===== src/rtl/camera_emu_pkg.sv =====
// Shared constants for the synthetic camera source: FSM encoding, chroma level
// and LFSR parameters used by the optional CAMERA_EMU_LFSR_NOISE_EN build.
package camera_emu_pkg;

  localparam logic [2:0] ST_IDLE   = 3'd0;
  localparam logic [2:0] ST_VSYNC  = 3'd1;
  localparam logic [2:0] ST_VBACK  = 3'd2;
  localparam logic [2:0] ST_ACTIVE = 3'd3;
  localparam logic [2:0] ST_VFRONT = 3'd4;

  localparam logic [7:0] CHROMA_MID = 8'd128;

  // Fibonacci taps 16,14,13,11 expressed as a mask over state bits [15:0]
  localparam logic [15:0] LFSR_SEED = 16'hACE1;
  localparam logic [15:0] LFSR_TAPS = 16'hB400;

endpackage


===== src/rtl/camera_emu_lfsr.sv =====
// 16-bit Fibonacci LFSR giving background luma noise; reseed wins over step.
module camera_emu_lfsr
  import camera_emu_pkg::*;
(
  input  logic        clk,
  input  logic        rst,
  input  logic        step,
  input  logic        reseed,
  output logic [15:0] lfsr_out
);

  logic [15:0] lfsr_q;
  logic [15:0] lfsr_d;

  always_comb begin
    lfsr_d = lfsr_q;
    if (reseed) begin
      lfsr_d = LFSR_SEED;
    end else if (step) begin
      lfsr_d = {lfsr_q[14:0], ^(lfsr_q & LFSR_TAPS)};
    end
  end

  always_ff @(posedge clk or posedge rst) begin
    if (rst) begin
      lfsr_q <= LFSR_SEED;
    end else begin
      lfsr_q <= lfsr_d;
    end
  end

  assign lfsr_out = lfsr_q;

endmodule


===== src/rtl/camera_frame_emulator.sv =====
// Synthetic YUYV camera with href/vsync framing drawing a dark vertical stripe.
// Define CAMERA_EMU_LFSR_NOISE_EN to add LFSR noise to the background luma.
module camera_frame_emulator
  import camera_emu_pkg::*;
#(
  parameter int H_ACTIVE   = 320,
  parameter int H_BLANK    = 144,
  parameter int V_SYNC     = 3,
  parameter int V_BACK     = 17,
  parameter int V_ACTIVE   = 240,
  parameter int V_FRONT    = 10,
  parameter int LINE_WIDTH = 16,
  parameter int BG_Y       = 235,
  parameter int LINE_Y     = 16
) (
  input  logic       pixel_clock,
  input  logic       reset,
  input  logic       enable,
  input  logic [9:0] line_pos,
  output logic [7:0] camera_data,
  output logic       href,
  output logic       vsync,
  output logic       frame_done
);

  localparam logic [15:0] ACTIVE_BYTES = 16'(2 * H_ACTIVE);
  localparam logic [15:0] LAST_BYTE    = 16'(2 * H_ACTIVE + H_BLANK - 1);
  localparam logic [15:0] LAST_VSYNC   = 16'(V_SYNC - 1);
  localparam logic [15:0] LAST_VBACK   = 16'(V_BACK - 1);
  localparam logic [15:0] LAST_ACTIVE  = 16'(V_ACTIVE - 1);
  localparam logic [15:0] LAST_VFRONT  = 16'(V_FRONT - 1);

  logic [2:0]  state_q, state_d;
  logic [15:0] byte_cnt_q, byte_cnt_d;
  logic [15:0] line_cnt_q, line_cnt_d;
  logic [9:0]  lp_q, lp_d;
  logic [7:0]  camera_data_q, camera_data_d;
  logic        href_q, href_d;
  logic        vsync_q, vsync_d;
  logic        frame_done_q, frame_done_d;

  logic        line_end;
  logic [15:0] last_line;
  logic [10:0] pix;
  logic [10:0] stripe_lo;
  logic [10:0] stripe_hi;
  logic        in_stripe;
  logic [7:0]  bg_y;

  assign line_end  = (byte_cnt_q == LAST_BYTE);
  assign pix       = byte_cnt_q[11:1];
  assign stripe_lo = {1'b0, lp_q};
  assign stripe_hi = stripe_lo + 11'(LINE_WIDTH);
  assign in_stripe = (pix >= stripe_lo) && (pix < stripe_hi);

  always_comb begin
    state_d    = state_q;
    byte_cnt_d = byte_cnt_q;
    line_cnt_d = line_cnt_q;
    lp_d       = lp_q;
    last_line  = LAST_VFRONT;
    case (state_q)
      ST_VSYNC:  last_line = LAST_VSYNC;
      ST_VBACK:  last_line = LAST_VBACK;
      ST_ACTIVE: last_line = LAST_ACTIVE;
      default:   last_line = LAST_VFRONT;
    endcase

    if (state_q == ST_IDLE) begin
      byte_cnt_d = '0;
      line_cnt_d = '0;
      if (enable) begin
        state_d = ST_VSYNC;
        lp_d    = line_pos;
      end
    end else begin
      byte_cnt_d = line_end ? 16'd0 : byte_cnt_q + 16'd1;
      if (line_end) begin
        if (line_cnt_q == last_line) begin
          line_cnt_d = '0;
          case (state_q)
            ST_VSYNC:  state_d = ST_VBACK;
            ST_VBACK:  state_d = ST_ACTIVE;
            ST_ACTIVE: state_d = ST_VFRONT;
            default: begin
              // enable is only looked at here, so a frame in flight always completes
              if (enable) begin
                state_d = ST_VSYNC;
                lp_d    = line_pos;
              end else begin
                state_d = ST_IDLE;
              end
            end
          endcase
        end else begin
          line_cnt_d = line_cnt_q + 16'd1;
        end
      end
    end
  end

  // Outputs are decoded from the current state/counters and registered together
  always_comb begin
    vsync_d       = (state_q == ST_VSYNC);
    href_d        = (state_q == ST_ACTIVE) && (byte_cnt_q < ACTIVE_BYTES);
    frame_done_d  = (state_q == ST_VFRONT) && line_end && (line_cnt_q == LAST_VFRONT);
    camera_data_d = 8'd0;
    if (href_d) begin
      if (byte_cnt_q[0]) begin
        camera_data_d = CHROMA_MID;
      end else begin
        camera_data_d = in_stripe ? 8'(LINE_Y) : bg_y;
      end
    end
  end

`ifdef CAMERA_EMU_LFSR_NOISE_EN
  logic [15:0] lfsr_state;
  logic        lfsr_step;
  logic        lfsr_reseed;

  assign lfsr_reseed = (state_d == ST_VSYNC) && (state_q != ST_VSYNC);
  assign lfsr_step   = href_d && !byte_cnt_q[0];
  assign bg_y        = 8'(BG_Y) - {4'd0, lfsr_state[3:0]};

  camera_emu_lfsr u_lfsr (
    .clk      (pixel_clock),
    .rst      (reset),
    .step     (lfsr_step),
    .reseed   (lfsr_reseed),
    .lfsr_out (lfsr_state)
  );
`else
  assign bg_y = 8'(BG_Y);
`endif

  always_ff @(posedge pixel_clock or posedge reset) begin
    if (reset) begin
      state_q       <= ST_IDLE;
      byte_cnt_q    <= '0;
      line_cnt_q    <= '0;
      lp_q          <= '0;
      camera_data_q <= '0;
      href_q        <= 1'b0;
      vsync_q       <= 1'b0;
      frame_done_q  <= 1'b0;
    end else begin
      state_q       <= state_d;
      byte_cnt_q    <= byte_cnt_d;
      line_cnt_q    <= line_cnt_d;
      lp_q          <= lp_d;
      camera_data_q <= camera_data_d;
      href_q        <= href_d;
      vsync_q       <= vsync_d;
      frame_done_q  <= frame_done_d;
    end
  end

  assign camera_data = camera_data_q;
  assign href        = href_q;
  assign vsync       = vsync_q;
  assign frame_done  = frame_done_q;

endmodule

===== config.mk =====
export PLATFORM = sky130hd
export DESIGN_NAME = camera_frame_emulator
export DESIGN_NICKNAME = d
export VERILOG_FILES = /design/src/rtl/camera_emu_pkg.sv /design/src/rtl/camera_emu_lfsr.sv /design/src/rtl/camera_frame_emulator.sv
export SDC_FILE = /design/constraint.sdc
export NUM_CORES = 1
export LEC_CHECK = 0
export CAP_MARGIN = 0
export CELL_PAD_IN_SITES_DETAIL_PLACEMENT = 1
export CELL_PAD_IN_SITES_GLOBAL_PLACEMENT = 1
export CORE_MARGIN = 1
export CORE_UTILIZATION = 49
export DETAILED_ROUTE_END_ITERATION = 10
export PLACE_DENSITY_LB_ADDON = 0.1
export SYNTH_ARGS = -nofsm -noshare
export SYNTH_HDL_FRONTEND = slang
export SYNTH_SLANG_ARGS = --single-unit

===== constraint.sdc =====
create_clock -name pixel_clock -period 2.95 [get_ports pixel_clock]
set_input_delay 0.59 -clock pixel_clock [delete_from_list [all_inputs] [get_ports pixel_clock]]
set_output_delay 0.59 -clock pixel_clock [all_outputs]
set_load 0.1 [all_outputs]

==> out/qor.csv <==
metric;value;unit
worst-setup-path-type;reg -> reg;
whs_path_depth;1;
finalSetupViolations;0;
antennaDiodeCount;0;
async_flop_share;1.00;
drt_pass1_iterations;7;
placed_cell_area;3560;um2
min_period;2.45;ns
synth_edf_count;0;
grt_max_degree;52;
ir_worst_vdd;170;uV
worstRegToRegCells;5;
worst_slew_pin_slew;0.761;ns
ioPinCount;24;
reg2reg_slack;0.50;ns
die_area;7200;um2
syn_inst;380;
fp-row-count;29;
cts_tree;yes;
num_vias;2771;
ctsResizeCount;0;
max-cap-violations;0;
initial_core_util;0.518;
grt_pass1_vias;2825;
rsz0062_at_grt;false;
final_cell_count_no_fill;466;
holdWs;0.545;ns
avgSynthCellArea;8.85;um2
setup_ws;0.500;ns
overflow;0;
dieHeight;84.8;um
cts.sinks;51;
hold_buffers;0;
layout_commonest_cell;nor2_1;
post-route-util;0.562;
wire_per_inst;17.9;um
finalCritPeriodShare;0.831;
fp.dieW;84.8;um
clockBufferDepth;2;
n_fill_cell;792;
fp.coreArea;6490;um2
drc;2;
met1_length;3820;um
final_area;3650;um2
slew_violations;0;
start_kind;flop;
yosys.area.top_type;dfrtp_1;
root_buffer;clkbuf_8;
worstSetupEndpointType;flop;
drt_iter0_drc;75;
place_congestion;0.768;
hpwl;6140;um
cp.arrival;2.62;ns
mostFrequentLayoutCells;nor2_1 (54), dfrtp_1 (51), nand2_1 (35);
hold_viol;0;
post_drt_via_cell_ratio;5.95;
hp-start;byte_cnt_q[0];
dp_cells;459;
antenna_found_initial;0;
worstReg2RegStart;byte_cnt_q[0];
yosys-top-cells-area;dfrtp_1 (38%), ha_1 (7.8%), xnor2_1 (6.3%);
maxSlewHeadroom;0.491;
total_power;1.18;mW
worstHoldPathType;reg -> reg;
grt.total_usage;0.249;
ys_seq_area_frac;0.380;
wirelength;8320;um
multi_input_area;1880;um2
netlist_area;3360;um2
skew;0.0160;ns
leakage;1.71;nW
synthFlopType;dfrtp_1;
worst-path-max-fanout;21;
synth_top_cell_area_share;0.380;
fin_nets;423;
routed-wl-met3;135;um
h-tree-depth;2;
tns;0;ns
cp.required;3.12;ns
fmax;408;MHz
syn_nets;414;
grt_pass1_wl;14000;um
ys_seq_elements;51;
cts_buffers;5;
wl_met2;4260;um
dr.max_layer_used;met4;
r2r-end;lp_q[9];
area_delta_synth_final;8.52;%
violations;DRC;
drive_above_1_share;0.0900;
postRouteAntennaNets;0;
post-cts-setup-buffer-count;0;
clk_pin_slew_worst_paths;0.09;ns
synth_cell_types;53;
outcome;finished with violations;
power_density;323;nW/um2
place_ws;0.563;ns
yosysWarnings;0;
clk-insertion-delay-late;0.31;ns
io_buffers;22;
min_to;byte_cnt_q[0];
regArea;1280;um2
Yosys cell counts (2+ instances only):
library cell	instances
a21oi_1	23
nand3_1	16
and3b_1	3
buf_2	5
o311ai_0	3
xnor2_1	24
buf_4	6
o22ai_1	10
a21o_1	3
xor2_1	9
inv_1	18
nor3_1	5
a211oi_1	4
buf_6	2
o311ai_1	3
o311ai_2	4
clkbuf_1	12
nor2_1	54
a2111oi_0	3
nand2_1	35
o211ai_1	3
ha_1	21
nand2b_1	4
dfrtp_1	51
o21ai_0	8
nor4_1	5
nor2b_1	2
and2_1	2
nand4_1	8
and4_1	5
a31oi_1	2
and3_1	6
cells by family (layout without fill, tap and decap cells):
family | after synthesis | count (layout) | synth area share
other cells | 1 | 1 | 0.00112
xor+xnor | 33 | 33 | 0.0860
flops | 51 | 51 | 0.380
mux | 2 | 2 | 0.00633
compound gates | 74 | 74 | 0.157
buf+inv | 44 | 53 | 0.0621
simple gates | 154 | 154 | 0.229
fa+ha+maj | 21 | 21 | 0.0782
where the power goes:
part	internal, mW	switching (mW)
Clock	0.189	0.236
Sequential	0.698	0
Combinational	0.0210	0.0326
final cells by class:
cell class,instances,area share
clock buffer,6,0.0226
clock inverter,1,0.00240
inverter,18,0.0185
multi-input combinational,285,0.514
sequential,51,0.350
tap,77,0.0264
timing repair buffer,28,0.0658
critical path, stage by stage (launching register included):
cell and delay (ns):
dfrtp_1 0.44, ha_1 0.23, and3_1 0.24, and4_1 0.35, nand2_1 0.50, o311ai_1 0.55
worst max path at each step:
stage | start | to | slack, ns | cells after the start
6_report | byte_cnt_q[0] | lp_q[9] | 0.50 | 5
3_5_place_dp | byte_cnt_q[0] | lp_q[9] | 0.56 | 5
3_3_place_gp | byte_cnt_q[6] | lp_q[9] | 0.71 | 4
5_1_grt | byte_cnt_q[6] | lp_q[9] | 0.29 | 4
2_1_floorplan | camera_data[6] | camera_data[1] | 0.99 | 1
4_1_cts | byte_cnt_q[0] | lp_q[9] | 0.50 | 5
metal layers:
| layer | global-route usage | vias up |
|---|---|---|
| met1 | 0.319 | 1376 |
| met2 | 0.442 | 34 |
| met3 | 0.0331 | 7 |
| met4 | 0.0693 | 0 |
| met5 | 0 | - |
| li1 | - | 1354 |
registers in the layout, summed over array words and instances (netlist names):
| name | flops |
|---|---|
| state_q | 3 |
| href | 1 |
| lp_q | 10 |
| byte_cnt_q | 16 |
| camera_data | 3 |
| vsync | 1 |
| frame_done | 1 |
| line_cnt_q | 16 |
No activity file was read; power rests on OpenSTA's default activity.
